--- src/rtl/meter_pkg.sv ---
// Shared constants for the parking-meter key scheduler: key map, FSM encoding
// and the fixed grant priority.
package meter_pkg;

    localparam int NUM_KEYS = 6;

    localparam int KEY_ADD1 = 0;
    localparam int KEY_ADD2 = 1;
    localparam int KEY_ADD3 = 2;
    localparam int KEY_ADD4 = 3;
    localparam int KEY_RST1 = 4;
    localparam int KEY_RST2 = 5;

    // Keys that count as a paid command
    localparam logic [NUM_KEYS-1:0] ADD_MASK = 6'b001111;

    typedef logic [1:0] state_t;
    localparam state_t IDLE  = 2'd0;
    localparam state_t ISSUE = 2'd1;
    localparam state_t GAP   = 2'd2;

    // Highest priority first
    localparam int PRIO_ORDER [NUM_KEYS] = '{KEY_RST1, KEY_RST2, KEY_ADD4,
                                             KEY_ADD3, KEY_ADD2, KEY_ADD1};

    // Walk from lowest to highest priority so the last hit is the winner
    function automatic logic [NUM_KEYS-1:0] pick_grant(input logic [NUM_KEYS-1:0] req);
        logic [NUM_KEYS-1:0] g;
        g = '0;
        for (int i = NUM_KEYS - 1; i >= 0; i--) begin
            g = req[PRIO_ORDER[i]] ? (NUM_KEYS'(1) << PRIO_ORDER[i]) : g;
        end
        return g;
    endfunction

endpackage

--- src/rtl/meter_key_scheduler_debounce.sv ---
// Single-key conditioner: two-flop synchroniser followed by a mismatch-count
// debouncer that only accepts a level held for DB_CYCLES cycles.
module key_debounce #(
    parameter int DB_CYCLES = 3
) (
    input  logic clk,
    input  logic rst,
    input  logic btn_raw,
    output logic db
);

    localparam int CW = $clog2(DB_CYCLES + 1);
    localparam logic [CW-1:0] CNT_LAST = CW'(DB_CYCLES - 1);

    logic          sync1_r;
    logic          sync2_r;
    logic [CW-1:0] cnt_r;
    logic          db_r;

    // Synchroniser chain for the asynchronous button line
    always_ff @(posedge clk or negedge rst) begin
        if (!rst) begin
            sync1_r <= 1'b0;
            sync2_r <= 1'b0;
        end else begin
            sync1_r <= btn_raw;
            sync2_r <= sync1_r;
        end
    end

    // Debounce counter and accepted level
    always_ff @(posedge clk or negedge rst) begin
        if (!rst) begin
            cnt_r <= '0;
            db_r  <= 1'b0;
        end else if (sync2_r == db_r) begin
            cnt_r <= '0;
            db_r  <= db_r;
        end else if (cnt_r == CNT_LAST) begin
            cnt_r <= '0;
            db_r  <= sync2_r;
        end else begin
            cnt_r <= cnt_r + 1'b1;
            db_r  <= db_r;
        end
    end

    assign db = db_r;

endmodule

--- src/rtl/meter_key_scheduler.sv ---
// Front-panel key scheduler: debounced presses are latched as pending and
// issued one at a time as one-hot pulses with a fixed hold-off between them.
module meter_key_scheduler
    import meter_pkg::*;
#(
    parameter int DB_CYCLES  = 3,
    parameter int GAP_CYCLES = 4
) (
    input  logic                clk,
    input  logic                rst,
    input  logic                en,
    input  logic [NUM_KEYS-1:0] btn_raw,
    output logic [NUM_KEYS-1:0] cmd,
    output logic [NUM_KEYS-1:0] pend,
    output logic                busy,
    output logic                drop,
    output logic [7:0]          paid_cnt
);

    localparam int GW       = (GAP_CYCLES > 0) ? $clog2(GAP_CYCLES + 1) : 1;
    localparam int GAP_LOAD = (GAP_CYCLES > 0) ? GAP_CYCLES - 1 : 0;

    logic [NUM_KEYS-1:0] db_s;
    logic [NUM_KEYS-1:0] db_q_r;
    logic [NUM_KEYS-1:0] rise_s;
    logic [NUM_KEYS-1:0] pend_r;
    logic [NUM_KEYS-1:0] pend_next_s;
    logic [NUM_KEYS-1:0] grant_s;
    logic [NUM_KEYS-1:0] cmd_r;
    state_t              state_r;
    state_t              state_next_s;
    logic [GW-1:0]       gap_cnt_r;
    logic                busy_r;
    logic                drop_r;
    logic                drop_next_s;
    logic [7:0]          paid_r;
    logic                paid_inc_s;

    for (genvar k = 0; k < NUM_KEYS; k++) begin : g_key
        key_debounce #(
            .DB_CYCLES (DB_CYCLES)
        ) u_db (
            .clk     (clk),
            .rst     (rst),
            .btn_raw (btn_raw[k]),
            .db      (db_s[k])
        );
    end

    assign rise_s = db_s & ~db_q_r;

    // Arbitration, next state and pending bookkeeping
    always_comb begin
        grant_s      = '0;
        state_next_s = state_r;
        case (state_r)
            IDLE: begin
                if (en && (pend_r != '0)) begin
                    grant_s      = pick_grant(pend_r);
                    state_next_s = ISSUE;
                end else begin
                    grant_s      = '0;
                    state_next_s = IDLE;
                end
            end
            ISSUE:   state_next_s = (GAP_CYCLES == 0) ? IDLE : GAP;
            GAP:     state_next_s = (gap_cnt_r == '0) ? IDLE : GAP;
            default: state_next_s = IDLE;
        endcase
        // A fresh rise on the key being granted re-arms it rather than being lost
        pend_next_s = (pend_r & ~grant_s) | rise_s;
        drop_next_s = |(rise_s & pend_r & ~grant_s);
        paid_inc_s  = (|(grant_s & ADD_MASK)) && (paid_r != 8'd255);
    end

    // Edge history, pending flags and drop pulse
    always_ff @(posedge clk or negedge rst) begin
        if (!rst) begin
            db_q_r <= '0;
            pend_r <= '0;
            drop_r <= 1'b0;
        end else begin
            db_q_r <= db_s;
            pend_r <= pend_next_s;
            drop_r <= drop_next_s;
        end
    end

    // FSM, hold-off counter and registered command outputs
    always_ff @(posedge clk or negedge rst) begin
        if (!rst) begin
            state_r   <= IDLE;
            gap_cnt_r <= '0;
            cmd_r     <= '0;
            busy_r    <= 1'b0;
        end else begin
            state_r <= state_next_s;
            cmd_r   <= grant_s;
            busy_r  <= (state_next_s != IDLE);
            if (state_r == ISSUE) begin
                gap_cnt_r <= GW'(GAP_LOAD);
            end else if ((state_r == GAP) && (gap_cnt_r != '0)) begin
                gap_cnt_r <= gap_cnt_r - 1'b1;
            end else begin
                gap_cnt_r <= gap_cnt_r;
            end
        end
    end

    // Saturating count of paid commands
    always_ff @(posedge clk or negedge rst) begin
        if (!rst) begin
            paid_r <= 8'd0;
        end else if (paid_inc_s) begin
            paid_r <= paid_r + 8'd1;
        end else begin
            paid_r <= paid_r;
        end
    end

    assign cmd      = cmd_r;
    assign pend     = pend_r;
    assign busy     = busy_r;
    assign drop     = drop_r;
    assign paid_cnt = paid_r;

endmodule

--- config.mk ---
export PLATFORM = sky130hd
export DESIGN_NAME = meter_key_scheduler
export DESIGN_NICKNAME = d
export VERILOG_FILES = /design/src/rtl/meter_pkg.sv /design/src/rtl/meter_key_scheduler_debounce.sv /design/src/rtl/meter_key_scheduler.sv
export SDC_FILE = /design/constraint.sdc
export NUM_CORES = 1
export LEC_CHECK = 0
export BUFFER_PORTS_ARGS = -buffer_cell sky130_fd_sc_hd__clkbuf_2
export CORE_AREA = 5 5 74 76
export CTS_BUF_LIST = sky130_fd_sc_hd__clkbuf_16
export DETAILED_ROUTE_END_ITERATION = 16
export DIE_AREA = 0 0 79 81
export PLACE_DENSITY = 0.81
export SETUP_SLACK_MARGIN = 0.5
export SLEW_MARGIN = 10
export SYNTH_ARGS = -nofsm -noshare
export SYNTH_HDL_FRONTEND = slang
export SYNTH_HIERARCHICAL = 1
export SYNTH_SLANG_ARGS = --single-unit
--- constraint.sdc ---
create_clock -name clk -period 4.7 [get_ports clk]
set_input_delay 0.94 -clock clk [delete_from_list [all_inputs] [get_ports clk]]
set_output_delay 0.94 -clock clk [all_outputs]
set_load 0.01 [all_outputs]
==> flow_results.xml, run 1 <==
<?xml version="1.0" encoding="UTF-8"?>
<metrics>
  <group name="route">
    <metric name="via_per_inst" unit="">5.27</metric>
    <metric name="routedWlPerCell" unit="um">14.1</metric>
    <metric name="firstDrtPassIters" unit="">4</metric>
    <metric name="finalWirelength" unit="um">3980</metric>
    <metric name="route.antenna.remaining_nets" unit="">0</metric>
    <metric name="drcViolationCount" unit="">0</metric>
    <metric name="drt_initial_violations" unit="">68</metric>
    <metric name="routed-via-count" unit="">1486</metric>
  </group>
  <group name="pwr">
    <metric name="comb_power_share" unit="">0.229</metric>
    <metric name="power.share.switching" unit="">0.305</metric>
    <metric name="leakage" unit="nW">1.39</metric>
    <metric name="power.density_cell_area" unit="nW/um^2">623</metric>
    <metric name="irDropWorstVdd" unit="mV">0.318</metric>
    <metric name="p_seq_frac" unit="">0.471</metric>
    <metric name="report.power.total" unit="W">0.00182</metric>
    <metric name="clock_power_share" unit="">0.300</metric>
    <metric name="p_int" unit="W">0.00127</metric>
    <metric name="power_switching" unit="W">0.000555</metric>
  </group>
  <group name="global_routing">
    <metric name="busiest_layer" unit="">met2</metric>
    <metric name="met2_demand_to_capacity_share_in_global_routing" unit="">0.231</metric>
    <metric name="globalRouteOverflowTotal" unit="">0</metric>
    <metric name="antenna_found_initial" unit="">0</metric>
    <metric name="track_usage" unit="">0.144</metric>
    <metric name="grt_pass1_wl" unit="um">6800</metric>
    <metric name="met1_global_route_usage" unit="">0.161</metric>
    <metric name="first_global_vias" unit="">1517</metric>
    <metric name="grt_max_degree" unit="">40</metric>
    <metric name="globalRouteMet3Util" unit="">0.0643</metric>
  </group>
  <group name="timing">
    <metric name="fin_worst_skew" unit="ns">0.00649</metric>
    <metric name="finalCritPeriodShare" unit="">0.422</metric>
    <metric name="worst_slew_pin_slew" unit="ns">0.931</metric>
    <metric name="timing.setup.tns" unit="ns">0</metric>
    <metric name="rel_slew_slack" unit="">0.379</metric>
    <metric name="setup_violations" unit="">0</metric>
    <metric name="period_minus_ws_final" unit="ns">1.98</metric>
    <metric name="setup_repair_after_global_routing_missed_its_margin" unit="">no</metric>
    <metric name="slew_violations" unit="">0</metric>
    <metric name="timing.fmax" unit="MHz">504</metric>
    <metric name="finalHoldViolations" unit="">0</metric>
    <metric name="fin_hold_ws" unit="ns">0.346</metric>
  </group>
  <group name="cts">
    <metric name="clock-root-buffer" unit="">sky130_fd_sc_hd__clkbuf_16</metric>
    <metric name="post_cts_hold_buffer_count" unit="">0</metric>
    <metric name="clock_pin_slew_of_the_registers_on_the_worst_case_setup_and_hold_paths" unit="ns">0.05</metric>
    <metric name="post_cts_resize_count" unit="">0</metric>
    <metric name="clk_path_buf_depth" unit="">2</metric>
    <metric name="clk-insertion-delay-late" unit="ns">0.32</metric>
    <metric name="post_cts_buffers" unit="">0</metric>
    <metric name="cts_tree" unit="">yes</metric>
    <metric name="cts.sink_count" unit="">63</metric>
    <metric name="h-tree-depth" unit="">3</metric>
    <metric name="inserted_clock_buffers" unit="">9</metric>
  </group>
  <group name="die">
    <metric name="chipHeight" unit="um">81</metric>
    <metric name="die-area" unit="sq um">6400</metric>
    <metric name="design.portCount" unit="">31</metric>
    <metric name="initial_cell_density_of_the_core" unit="">0.530</metric>
    <metric name="die-width" unit="um">79</metric>
    <metric name="design.core.area" unit="sq um">4660</metric>
    <metric name="floorplan.rows" unit="">25</metric>
  </group>
  <group name="synthesis">
    <metric name="post_synth_instance_area" unit="sq um">2470</metric>
    <metric name="count_of_synthesis_stage_warnings_from_yosys" unit="">6</metric>
    <metric name="yosys-top-cells-area" unit="">sky130_fd_sc_hd__dfrtp_1, sky130_fd_sc_hd__mux2_4, sky130_fd_sc_hd__nor2b_4</metric>
    <metric name="yosysUniqueCellTypes" unit="">36</metric>
    <metric name="synth_edf_count" unit="">0</metric>
    <metric name="syn-num-nets" unit="">197</metric>
    <metric name="async_reset_ff_frac" unit="">1.00</metric>
    <metric name="post-synth-top-count-cell" unit="">sky130_fd_sc_hd__dfrtp_1</metric>
    <metric name="synth_flop_type" unit="">sky130_fd_sc_hd__dfrtp_1</metric>
    <metric name="synthesized_instance_count" unit="">185</metric>
    <metric name="synth_commonest_cells" unit="">sky130_fd_sc_hd__dfrtp_1, sky130_fd_sc_hd__nand2_1, sky130_fd_sc_hd__nor3_1, sky130_fd_sc_hd__nor3b_1</metric>
    <metric name="synth_top_cell_by_area" unit="">sky130_fd_sc_hd__dfrtp_1</metric>
    <metric name="ys_seq_elements" unit="">63</metric>
    <metric name="synth_largest_type_area_fraction" unit="">0.638</metric>
    <metric name="ys_seq_area_frac" unit="">0.638</metric>
    <metric name="synth_area_per_cell" unit="sq um">13.4</metric>
  </group>
  <group name="setup_path">
    <metric name="timing.critical_path.from_type" unit="">flip-flop</metric>
    <metric name="slowest_stage_cell_on_the_critical_path" unit="">sky130_fd_sc_hd__dfrtp_1</metric>
    <metric name="max_fanout_on_critical_path" unit="">8</metric>
    <metric name="worstReg2RegStart" unit="">paid_cnt[0]</metric>
    <metric name="reg2reg_slack" unit="ns">2.83</metric>
    <metric name="setup.worst_path.end_class" unit="">primary output</metric>
    <metric name="worst_ep_arrival_time" unit="ns">1.04</metric>
    <metric name="worst_path_dominant_cell_family" unit="">flip-flops</metric>
    <metric name="timing.critical_path.slowest_cell_delay" unit="ns">0.53</metric>
    <metric name="crit_chain" unit="">clkbuf_2</metric>
    <metric name="worstPathBufferInverterCount" unit="">1</metric>
    <metric name="critPathRequiredTime" unit="ns">3.76</metric>
    <metric name="worst-setup-path-type" unit="">flip-flop to primary output</metric>
    <metric name="worstSetupStartpoint" unit="">pend[1]</metric>
  </group>
  <group name="finish">
    <metric name="num-nets-final" unit="">237</metric>
    <metric name="post_route_cells_drive_above_1_share" unit="">0.246</metric>
    <metric name="antenna_cells" unit="">0</metric>
    <metric name="fin_area" unit="sq um">2930</metric>
    <metric name="synthToLayoutAreaGrowth" unit="%">18.4</metric>
  </group>
  <group name="placement">
    <metric name="gp_congestion" unit="">0.798</metric>
    <metric name="place.detailed.hpwl" unit="um">2770</metric>
    <metric name="postPlaceCellArea" unit="sq um">2680</metric>
    <metric name="placement.io_buffers" unit="">30</metric>
  </group>
  <group name="min_path">
    <metric name="hold_class" unit="">flip-flop to flip-flop</metric>
    <metric name="hp-start" unit="">g_key[2].u_db/sync1_r</metric>
  </group>
  <group name="flow_run">
    <metric name="max-cap-violations" unit="">0</metric>
  </group>
  <group name="outcome">
    <metric name="outcome" unit="">finished clean</metric>
  </group>
</metrics>
==> worst paths after layout <==
| path | to | depth (start not counted) |
|---|---|---|
| setup reg to reg | paid_cnt[1] | 5 |
| min in group asynchronous | paid_cnt[0] | 1 |
| max in group asynchronous | db_q_r[1] | 2 |
| hold / removal | g_key[2].u_db/sync2_r | 0 |
| hold reg to reg | g_key[2].u_db/sync2_r | 0 |
| setup / recovery | pend[1] | 1 |
==> registers in the layout (all words and copies together) (netlist names) <==
register,flops
db_q_r,6
paid_cnt,8
g_key.u_db/cnt_r,12
g_key.u_db/sync1_r,6
drop,1
busy,1
gap_cnt_r,3
g_key.u_db/sync2_r,6
state_r,2
cmd,6
g_key.u_db/db,6
pend,6
==> per-layer routing <==
layer  wire (um)  up-vias
li1            -      725
met2        1890       36
met4          78        0
met5           0        -
met1        1790      716
met3         223        9
==> cell type report <==
type | count | area, sq um
fillers | 357 | 1740
flip-flops and latches | 63 | 1580
multi-input cells | 111 | 845
clock buffers | 9 | 225
repair buffers | 31 | 158
well taps | 54 | 67.6
inverters | 9 | 33.8
clock inverters | 5 | 20.0
==> worst register-to-register path: stages, from the launching register on <==
cell,delay (ns)
sky130_fd_sc_hd__dfrtp_1,0.40
sky130_fd_sc_hd__ha_1,0.18
sky130_fd_sc_hd__nand3_1,0.15
sky130_fd_sc_hd__nor3_1,0.54
sky130_fd_sc_hd__nor2_1,0.14
sky130_fd_sc_hd__mux2_1,0.34
==> power groups by stage <==
| stage | Sequential, W | Clock, W | Combinational, W |
|---|---|---|---|
| 3_3_place_gp | 0.000851 | 0 | 0.000406 |
| 2_1_floorplan | 0.000843 | 0 | 0.000318 |
| 3_5_place_dp | 0.000866 | 0 | 0.000422 |
| 6_report | 0.000857 | 0.000547 | 0.000417 |
| 4_1_cts | 0.000857 | 0.000567 | 0.000425 |
| 5_1_grt | 0.000882 | 0.000592 | 0.000468 |
==> metrics by stage <==
step                instances  setup WS (ns)  utilization
floorplan                 185           2.62            -
global placement          268           2.44        0.575
detailed placement        268           2.40        0.575
CTS                       282           2.71        0.628
global route              282           2.63        0.628
finish                    282           2.72        0.628
==> cells in the final DEF, fill, tap and decap left out, drive strengths merged, types with 8 or more instances in the layout <==
cell type and n:
clkbuf 39, mux2 8, inv 11, dfrtp 63, nor3b 11, nor3 10, nand2 10, o21ai 12
==> kinds of logic after synthesis <==
| group | synth area share |
|---|---|
| multiplexers | 0.0456 |
| buffers and inverters | 0.0198 |
| AO/OA/AOI/OAI | 0.0684 |
| XOR/XNOR | 0.0426 |
| AND/OR/NAND/NOR | 0.170 |
| adder cells (fa/ha/maj) | 0.0152 |
| flip-flops | 0.638 |
Note: power is estimated with default switching activity, not from simulation.
==> run 2, diff against run 1 <==
--- a/config.mk
+++ b/config.mk
@@ -6,10 +6,10 @@
 export NUM_CORES = 1
 export LEC_CHECK = 0
 export BUFFER_PORTS_ARGS = -buffer_cell sky130_fd_sc_hd__clkbuf_2
-export CORE_AREA = 5 5 74 76
+export CORE_AREA = 5 5 76 78
 export CTS_BUF_LIST = sky130_fd_sc_hd__clkbuf_16
 export DETAILED_ROUTE_END_ITERATION = 16
-export DIE_AREA = 0 0 79 81
+export DIE_AREA = 0 0 81 83
 export PLACE_DENSITY = 0.81
 export SETUP_SLACK_MARGIN = 0.5
 export SLEW_MARGIN = 10
==> constraint.sdc (replaced) <==
create_clock -name clk -period 1.67 [get_ports clk]
set_input_delay 0.334 -clock clk [delete_from_list [all_inputs] [get_ports clk]]
set_output_delay 0.334 -clock clk [all_outputs]
set_load 0.01 [all_outputs]
==> run 2 against run 1 <==
  * Clock skew up 0.00092 ns
  * Worst setup slack worse by 2.7 ns
  * Clock power rose to 3.2 times the previous value
  * Die area up 5.1%
  * Critical path depth up 4
  * Register-to-register slack worse by 2.8 ns
  * First-iteration DRC count up 81%
  * Power rose to 3.4 times the previous value
  * Global-route usage up 1.9 points
  * Non-clock buffer count up 37
  * Count of clock-buffer cells in the layout unchanged
  * Cell count up 20%
  * Critical endpoint is now paid_cnt[2]
  * Largest power group unchanged
==> flow_results.xml, run 2 (synthesis gave the netlist of run 1 again) <==
<?xml version="1.0" encoding="UTF-8"?>
<metrics>
  <group name="outcome">
    <metric name="outcome" unit="">finished clean</metric>
  </group>
  <group name="route">
    <metric name="drt_initial_violations" unit="">123</metric>
    <metric name="drcViolationCount" unit="">0</metric>
    <metric name="firstDrtPassIters" unit="">4</metric>
    <metric name="finalWirelength" unit="um">5640</metric>
    <metric name="via_per_inst" unit="">5.17</metric>
    <metric name="routed-via-count" unit="">1743</metric>
    <metric name="route.antenna.remaining_nets" unit="">0</metric>
    <metric name="routedWlPerCell" unit="um">16.7</metric>
  </group>
  <group name="timing">
    <metric name="finalCritPeriodShare" unit="">0.985</metric>
    <metric name="rel_slew_slack" unit="">0.658</metric>
    <metric name="slew_violations" unit="">0</metric>
    <metric name="finalHoldViolations" unit="">0</metric>
    <metric name="timing.fmax" unit="MHz">608</metric>
    <metric name="setup_repair_after_global_routing_missed_its_margin" unit="">yes</metric>
    <metric name="fin_hold_ws" unit="ns">0.118</metric>
    <metric name="fin_worst_skew" unit="ns">0.00741</metric>
    <metric name="period_minus_ws_final" unit="ns">1.65</metric>
    <metric name="worst_slew_pin_slew" unit="ns">0.512</metric>
    <metric name="setup_violations" unit="">0</metric>
    <metric name="timing.setup.tns" unit="ns">0</metric>
  </group>
  <group name="die">
    <metric name="design.portCount" unit="">31</metric>
    <metric name="design.core.area" unit="sq um">5010</metric>
    <metric name="initial_cell_density_of_the_core" unit="">0.493</metric>
    <metric name="die-width" unit="um">81</metric>
    <metric name="die-area" unit="sq um">6720</metric>
    <metric name="chipHeight" unit="um">83</metric>
    <metric name="floorplan.rows" unit="">26</metric>
  </group>
  <group name="pwr">
    <metric name="power.density_cell_area" unit="nW/um^2">1740</metric>
    <metric name="clock_power_share" unit="">0.286</metric>
    <metric name="leakage" unit="nW">1.67</metric>
    <metric name="comb_power_share" unit="">0.323</metric>
    <metric name="p_seq_frac" unit="">0.391</metric>
    <metric name="power.share.switching" unit="">0.318</metric>
    <metric name="power_switching" unit="W">0.00196</metric>
    <metric name="p_int" unit="W">0.00419</metric>
    <metric name="irDropWorstVdd" unit="mV">0.925</metric>
  </group>
  <group name="flow_run">
    <metric name="max-cap-violations" unit="">0</metric>
  </group>
  <group name="placement">
    <metric name="place.detailed.hpwl" unit="um">3070</metric>
    <metric name="placement.io_buffers" unit="">30</metric>
    <metric name="postPlaceCellArea" unit="sq um">2820</metric>
    <metric name="gp_congestion" unit="">0.796</metric>
    <metric name="placed_cells" unit="">295</metric>
  </group>
  <group name="finish">
    <metric name="finish.cell_count_without_fillers" unit="">337</metric>
    <metric name="antenna_cells" unit="">0</metric>
    <metric name="largest_register_ffs" unit="">12</metric>
    <metric name="synthToLayoutAreaGrowth" unit="%">43.1</metric>
    <metric name="num-nets-final" unit="">274</metric>
    <metric name="layout.cells.most_common" unit="">sky130_fd_sc_hd__dfrtp_1</metric>
    <metric name="post-route-util" unit="">0.706</metric>
    <metric name="register_with_the_most_flip_flops" unit="">g_key.u_db/cnt_r</metric>
    <metric name="fin_area" unit="sq um">3530</metric>
    <metric name="post_route_cells_drive_above_1_share" unit="">0.494</metric>
    <metric name="most-common-layout-cells" unit="">sky130_fd_sc_hd__dfrtp_1, sky130_fd_sc_hd__buf_4, sky130_fd_sc_hd__clkbuf_2, sky130_fd_sc_hd__buf_6, sky130_fd_sc_hd__clkbuf_16</metric>
    <metric name="fillers" unit="">335</metric>
  </group>
  <group name="setup_path">
    <metric name="crit_chain" unit="">or2_4 -&gt; o311ai_4 -&gt; buf_4 -&gt; nor3b_2 -&gt; xor2_1</metric>
    <metric name="worst_ep_arrival_time" unit="ns">1.84</metric>
    <metric name="timing.critical_path.slowest_cell_delay" unit="ns">0.45</metric>
    <metric name="slowest_stage_cell_on_the_critical_path" unit="">sky130_fd_sc_hd__o311ai_4</metric>
    <metric name="max_fanout_on_critical_path" unit="">8</metric>
    <metric name="critPathRequiredTime" unit="ns">1.87</metric>
    <metric name="worst-setup-path-type" unit="">flip-flop to flip-flop</metric>
    <metric name="timing.critical_path.from_type" unit="">flip-flop</metric>
    <metric name="setup.worst_path.end_class" unit="">flip-flop</metric>
  </group>
  <group name="cts">
    <metric name="clk_path_buf_depth" unit="">2</metric>
    <metric name="clock-root-buffer" unit="">sky130_fd_sc_hd__clkbuf_16</metric>
    <metric name="inserted_clock_buffers" unit="">9</metric>
    <metric name="clk-insertion-delay-late" unit="ns">0.32</metric>
    <metric name="clock_pin_slew_of_the_registers_on_the_worst_case_setup_and_hold_paths" unit="ns">0.05</metric>
    <metric name="h-tree-depth" unit="">3</metric>
    <metric name="cts_tree" unit="">yes</metric>
    <metric name="cts.sink_count" unit="">63</metric>
  </group>
  <group name="global_routing">
    <metric name="grt_max_degree" unit="">35</metric>
    <metric name="antenna_found_initial" unit="">0</metric>
    <metric name="first_global_vias" unit="">1693</metric>
    <metric name="grt_pass1_wl" unit="um">8170</metric>
    <metric name="track_usage" unit="">0.163</metric>
    <metric name="globalRouteOverflowTotal" unit="">0</metric>
  </group>
  <group name="min_path">
    <metric name="hold_class" unit="">primary input to flip-flop</metric>
  </group>
</metrics>
## run 2: repair_timing
| item | in CTS | in global routing |
|---|---|---|
| endpoints found under the hold margin | 13 | 0 |
| buffers inserted | 10 | 15 |
| gates resized for setup | 22 | 41 |
| setup endpoints to repair | 35 | 44 |
| hold buffers | 1 | 0 |
| pin swaps | 7 | 16 |
## run 2: final timing paths
path / start / end / slack (ns) / cells after the start
worst min-delay path: btn_raw[4] / g_key[4].u_db/sync1_r / 0.12 / 1
worst min register to register: g_key[1].u_db/sync1_r / g_key[1].u_db/sync2_r / 0.34 / 0
min in group asynchronous: rst / paid_cnt[0] / 0.47 / 2
worst max-delay path: pend[3] / paid_cnt[2] / 0.02 / 5
max in group asynchronous: rst / g_key[0].u_db/sync2_r / 0.64 / 3
worst max register to register: pend[3] / paid_cnt[2] / 0.02 / 5
## run 2: metal layers
metal | global-route usage | share of wire | vias to the layer above | wire length, um
li1 | - | - | 805 | -
met5 | 0 | 0 | - | 0
met3 | 0.0628 | 0.044 | 5 | 250
met4 | 0.0876 | 0.011 | 0 | 62
met1 | 0.176 | 0.40 | 892 | 2250
met2 | 0.270 | 0.55 | 41 | 3080
## run 2: metrics by stage
step                      total power [W]  setup slack (ns)
after floorplan                   0.00329            0.0369
after global placement            0.00366             0.103
after detailed placement          0.00376            0.0611
after CTS                         0.00572             0.118
after global routing              0.00646           -0.0482
final                             0.00614            0.0246
## run 2: worst max-delay path: cells and delay by family (launching register included)
kind | cells | cell delay, ns
DFF | 1 | 0.41
buffers and inverters | 1 | 0.20
xor gates and xnor gates | 1 | 0.17
and+or+nand+nor | 2 | 0.29
AOI/OAI and AO/OA | 1 | 0.45
## run 2: power groups by stage
stage / Combinational, W / Sequential (W) / Clock [W]
after floorplan: 0.000910 / 0.00238 / 0
after global placement: 0.00133 / 0.00233 / 0
after detailed placement: 0.00139 / 0.00237 / 0
after CTS: 0.00157 / 0.00236 / 0.00178
after global routing: 0.00213 / 0.00245 / 0.00187
final: 0.00198 / 0.00240 / 0.00176
## run 2: area by class of cell
cell class	instances	area, sq um	area share
Sequential cell	63	1580	0.447
Multi-Input combinational cell	111	1040	0.293
Timing Repair Buffer	68	513	0.145
Clock buffer	9	225	0.0637
Tap cell	70	87.6	0.0248
Clock inverter	7	56.3	0.0159
Inverter	9	33.8	0.00956
==> run 3, diff against run 2 <==
==> constraint.sdc (replaced) <==
create_clock -name clk -period 1.67 [get_ports clk]
set_input_delay 0.334 -clock clk [delete_from_list [all_inputs] [get_ports clk]]
set_output_delay 0.334 -clock clk [all_outputs]
set_load 0.05 [all_outputs]
==> run 3 against run 2 <==
  * The flow now finishes with violations (setup timing)
  * Sequential power grew 3%
  * First-iteration DRC count is 27% higher
  * Clock skew is 0.0068 ns higher
  * Combinational power rose by 36%
  * Critical path type unchanged
  * Cell count increased by 1.8%
  * Largest cell class unchanged
  * Largest power group is now combinational cells
  * Count of clock-buffer cells in the layout did not move
==> flow_results.xml, run 3 (synthesis gave the netlist of run 1 again) <==
<?xml version="1.0" encoding="UTF-8"?>
<metrics>
  <group name="cts">
    <metric name="clk_path_buf_depth" unit="">2</metric>
    <metric name="clk-insertion-delay-late" unit="ns">0.33</metric>
    <metric name="clock_pin_slew_of_the_registers_on_the_worst_case_setup_and_hold_paths" unit="ns">0.06</metric>
    <metric name="cts_tree" unit="">yes</metric>
    <metric name="clock-root-buffer" unit="">sky130_fd_sc_hd__clkbuf_16</metric>
    <metric name="inserted_clock_buffers" unit="">9</metric>
    <metric name="post_cts_hold_buffer_count" unit="">0</metric>
    <metric name="cts.sink_count" unit="">63</metric>
    <metric name="h-tree-depth" unit="">3</metric>
  </group>
  <group name="die">
    <metric name="initial_cell_density_of_the_core" unit="">0.493</metric>
    <metric name="design.core.area" unit="sq um">5010</metric>
    <metric name="design.portCount" unit="">31</metric>
    <metric name="chipHeight" unit="um">83</metric>
    <metric name="floorplan.rows" unit="">26</metric>
    <metric name="die-width" unit="um">81</metric>
    <metric name="die-area" unit="sq um">6720</metric>
  </group>
  <group name="route">
    <metric name="met3WireLength" unit="um">378</metric>
    <metric name="detailroute.wirelength.met2" unit="um">3410</metric>
    <metric name="wl_met1" unit="um">2620</metric>
    <metric name="via_per_inst" unit="">5.50</metric>
    <metric name="drt_initial_violations" unit="">156</metric>
    <metric name="route.antenna.remaining_nets" unit="">0</metric>
    <metric name="top_layer" unit="">met4</metric>
    <metric name="firstDrtPassIters" unit="">4</metric>
    <metric name="drcViolationCount" unit="">0</metric>
    <metric name="routed-via-count" unit="">1887</metric>
    <metric name="finalWirelength" unit="um">6770</metric>
    <metric name="routedWlPerCell" unit="um">19.7</metric>
  </group>
  <group name="global_routing">
    <metric name="track_usage" unit="">0.192</metric>
    <metric name="first_global_vias" unit="">1917</metric>
    <metric name="grt_max_degree" unit="">64</metric>
    <metric name="grt_pass1_wl" unit="um">9580</metric>
    <metric name="antenna_found_initial" unit="">0</metric>
    <metric name="globalRouteOverflowTotal" unit="">0</metric>
  </group>
  <group name="setup_path">
    <metric name="slowest_stage_cell_on_the_critical_path" unit="">sky130_fd_sc_hd__dfrtp_1</metric>
    <metric name="worst-setup-path-type" unit="">flip-flop to flip-flop</metric>
    <metric name="reg2reg_slack" unit="ns">-0.03</metric>
    <metric name="worst_path_dominant_cell_family" unit="">simple AND/OR/NAND/NOR gates</metric>
    <metric name="timing.critical_path.from_type" unit="">flip-flop</metric>
    <metric name="crit_chain" unit="">nor3b_4 -&gt; o311ai_4 -&gt; buf_6 -&gt; nor2_2 -&gt; buf_4 -&gt; xor2_1</metric>
    <metric name="setup.worst_path.end_class" unit="">flip-flop</metric>
    <metric name="timing.critical_path.slowest_cell_delay" unit="ns">0.42</metric>
    <metric name="worstPathBufferInverterCount" unit="">2</metric>
    <metric name="critPathRequiredTime" unit="ns">1.89</metric>
    <metric name="max_fanout_on_critical_path" unit="">8</metric>
    <metric name="worst_ep_arrival_time" unit="ns">1.92</metric>
  </group>
  <group name="timing">
    <metric name="finalHoldViolations" unit="">0</metric>
    <metric name="setup_slack" unit="ns">-0.0313</metric>
    <metric name="slew_violations" unit="">0</metric>
    <metric name="timing.fmax" unit="MHz">588</metric>
    <metric name="setup_violations" unit="">2</metric>
    <metric name="finalCritPeriodShare" unit="">1.02</metric>
    <metric name="timing.setup.tns" unit="ns">-0.0319</metric>
    <metric name="setup_repair_after_global_routing_missed_its_margin" unit="">yes</metric>
    <metric name="rel_slew_slack" unit="">0.778</metric>
    <metric name="fin_hold_ws" unit="ns">0.00402</metric>
    <metric name="period_minus_ws_final" unit="ns">1.70</metric>
    <metric name="worst_slew_pin_slew" unit="ns">0.333</metric>
    <metric name="fin_worst_skew" unit="ns">0.0142</metric>
  </group>
  <group name="finish">
    <metric name="most-common-layout-cells" unit="">sky130_fd_sc_hd__dfrtp_1, sky130_fd_sc_hd__buf_4, sky130_fd_sc_hd__buf_8, sky130_fd_sc_hd__buf_6, sky130_fd_sc_hd__clkbuf_16</metric>
    <metric name="post_route_cells_drive_above_1_share" unit="">0.549</metric>
    <metric name="layout.cells.most_common" unit="">sky130_fd_sc_hd__dfrtp_1</metric>
    <metric name="num-nets-final" unit="">280</metric>
    <metric name="finish.cell_count_without_fillers" unit="">343</metric>
    <metric name="largest_register_ffs" unit="">12</metric>
    <metric name="antenna_cells" unit="">0</metric>
    <metric name="synthToLayoutAreaGrowth" unit="%">57.4</metric>
    <metric name="register_with_the_most_flip_flops" unit="">g_key.u_db/cnt_r</metric>
  </group>
  <group name="pwr">
    <metric name="report.power.total" unit="W">0.00707</metric>
    <metric name="irDropWorstVdd" unit="mV">0.934</metric>
    <metric name="leakage" unit="nW">1.78</metric>
    <metric name="power.density_cell_area" unit="nW/um^2">1820</metric>
  </group>
  <group name="placement">
    <metric name="post_placement_worst_setup_slack" unit="ns">0.0528</metric>
    <metric name="gp_congestion" unit="">0.803</metric>
    <metric name="placement.io_buffers" unit="">30</metric>
    <metric name="place.detailed.hpwl" unit="um">2790</metric>
    <metric name="placed_cells" unit="">295</metric>
  </group>
  <group name="outcome">
    <metric name="outcome" unit="">complete, but fails checks</metric>
    <metric name="violations" unit="">setup timing</metric>
  </group>
  <group name="flow_run">
    <metric name="max-cap-violations" unit="">0</metric>
  </group>
  <group name="min_path">
    <metric name="hold_class" unit="">primary input to asynchronous set/reset pin</metric>
  </group>
</metrics>
[run 3: changes by cell type in the layout (fill, tap and decap cells not counted), moves of 4 or more]
| cell | previous run | this run |
|---|---|---|
| sky130_fd_sc_hd__buf_4 | 26 | 31 |
| sky130_fd_sc_hd__buf_8 | 0 | 14 |
| sky130_fd_sc_hd__clkbuf_16 | 9 | 13 |
| sky130_fd_sc_hd__clkbuf_2 | 24 | 8 |
| sky130_fd_sc_hd__dfrtp_1 | 59 | 51 |
| sky130_fd_sc_hd__dfrtp_2 | 4 | 12 |
[run 3: layer usage]
metal | vias to the layer above | track usage
li1 | 817 | -
met1 | 941 | 0.216
met2 | 94 | 0.319
met3 | 35 | 0.0779
met4 | 0 | 0.0799
met5 | - | 0
[run 3: area by class of cell]
cell class	instances	area [sq um]
clock buffers	9	225
flip-flops and latches	63	1590
inverters	9	33.8
clock inverters	7	80.1
well taps	70	87.6
multi-input cells	111	1080
fillers	268	1120
repair buffers	74	788
[run 3: worst register-to-register path, delay by kind of cell, from the launching register on]
kind	cells	cell delay, ns
buffers and inverters	2	0.31
XOR/XNOR	1	0.23
flip-flops	1	0.42
AND/OR/NAND/NOR	2	0.46
AO/OA/AOI/OAI	1	0.16
[run 3: path summary, 6_finish.rpt]
path                                            start                    end  cells after the start
worst max-delay path                       state_r[0]            paid_cnt[0]                      6
worst min-delay path                              rst  g_key[2].u_db/sync1_r                      2
worst max register to register             state_r[0]            paid_cnt[0]                      6
worst min register to register  g_key[3].u_db/sync1_r  g_key[3].u_db/sync2_r                      0
max in group asynchronous                         rst            paid_cnt[2]                      2
min in group clk                           btn_raw[1]  g_key[1].u_db/sync1_r                      1
[run 3: per-stage QoR]
step           utilization  instance area (sq um)
2_1_floorplan            -                   2500
3_3_place_gp         0.564                   2820
3_5_place_dp         0.564                   2820
4_1_cts              0.744                   3730
5_1_grt              0.776                   3890
6_report             0.776                   3890
[run 3: what timing repair did]
action | 4_1_cts | 5_1_grt
buffers inserted | 25 | 7
setup endpoints to repair | 41 | 47
pin swaps | 15 | 10
cloned | 0 | 0
resized for setup | 87 | 39
[run 3: where the power goes]
| part | internal, W | total [W] | switching (W) |
|---|---|---|---|
| clock network | 0.00128 | 0.00192 | 0.000639 |
| logic | 0.00136 | 0.00269 | 0.00133 |
| registers | 0.00198 | 0.00246 | 0.000475 |
| total | 0.00463 | 0.00707 | 0.00244 |
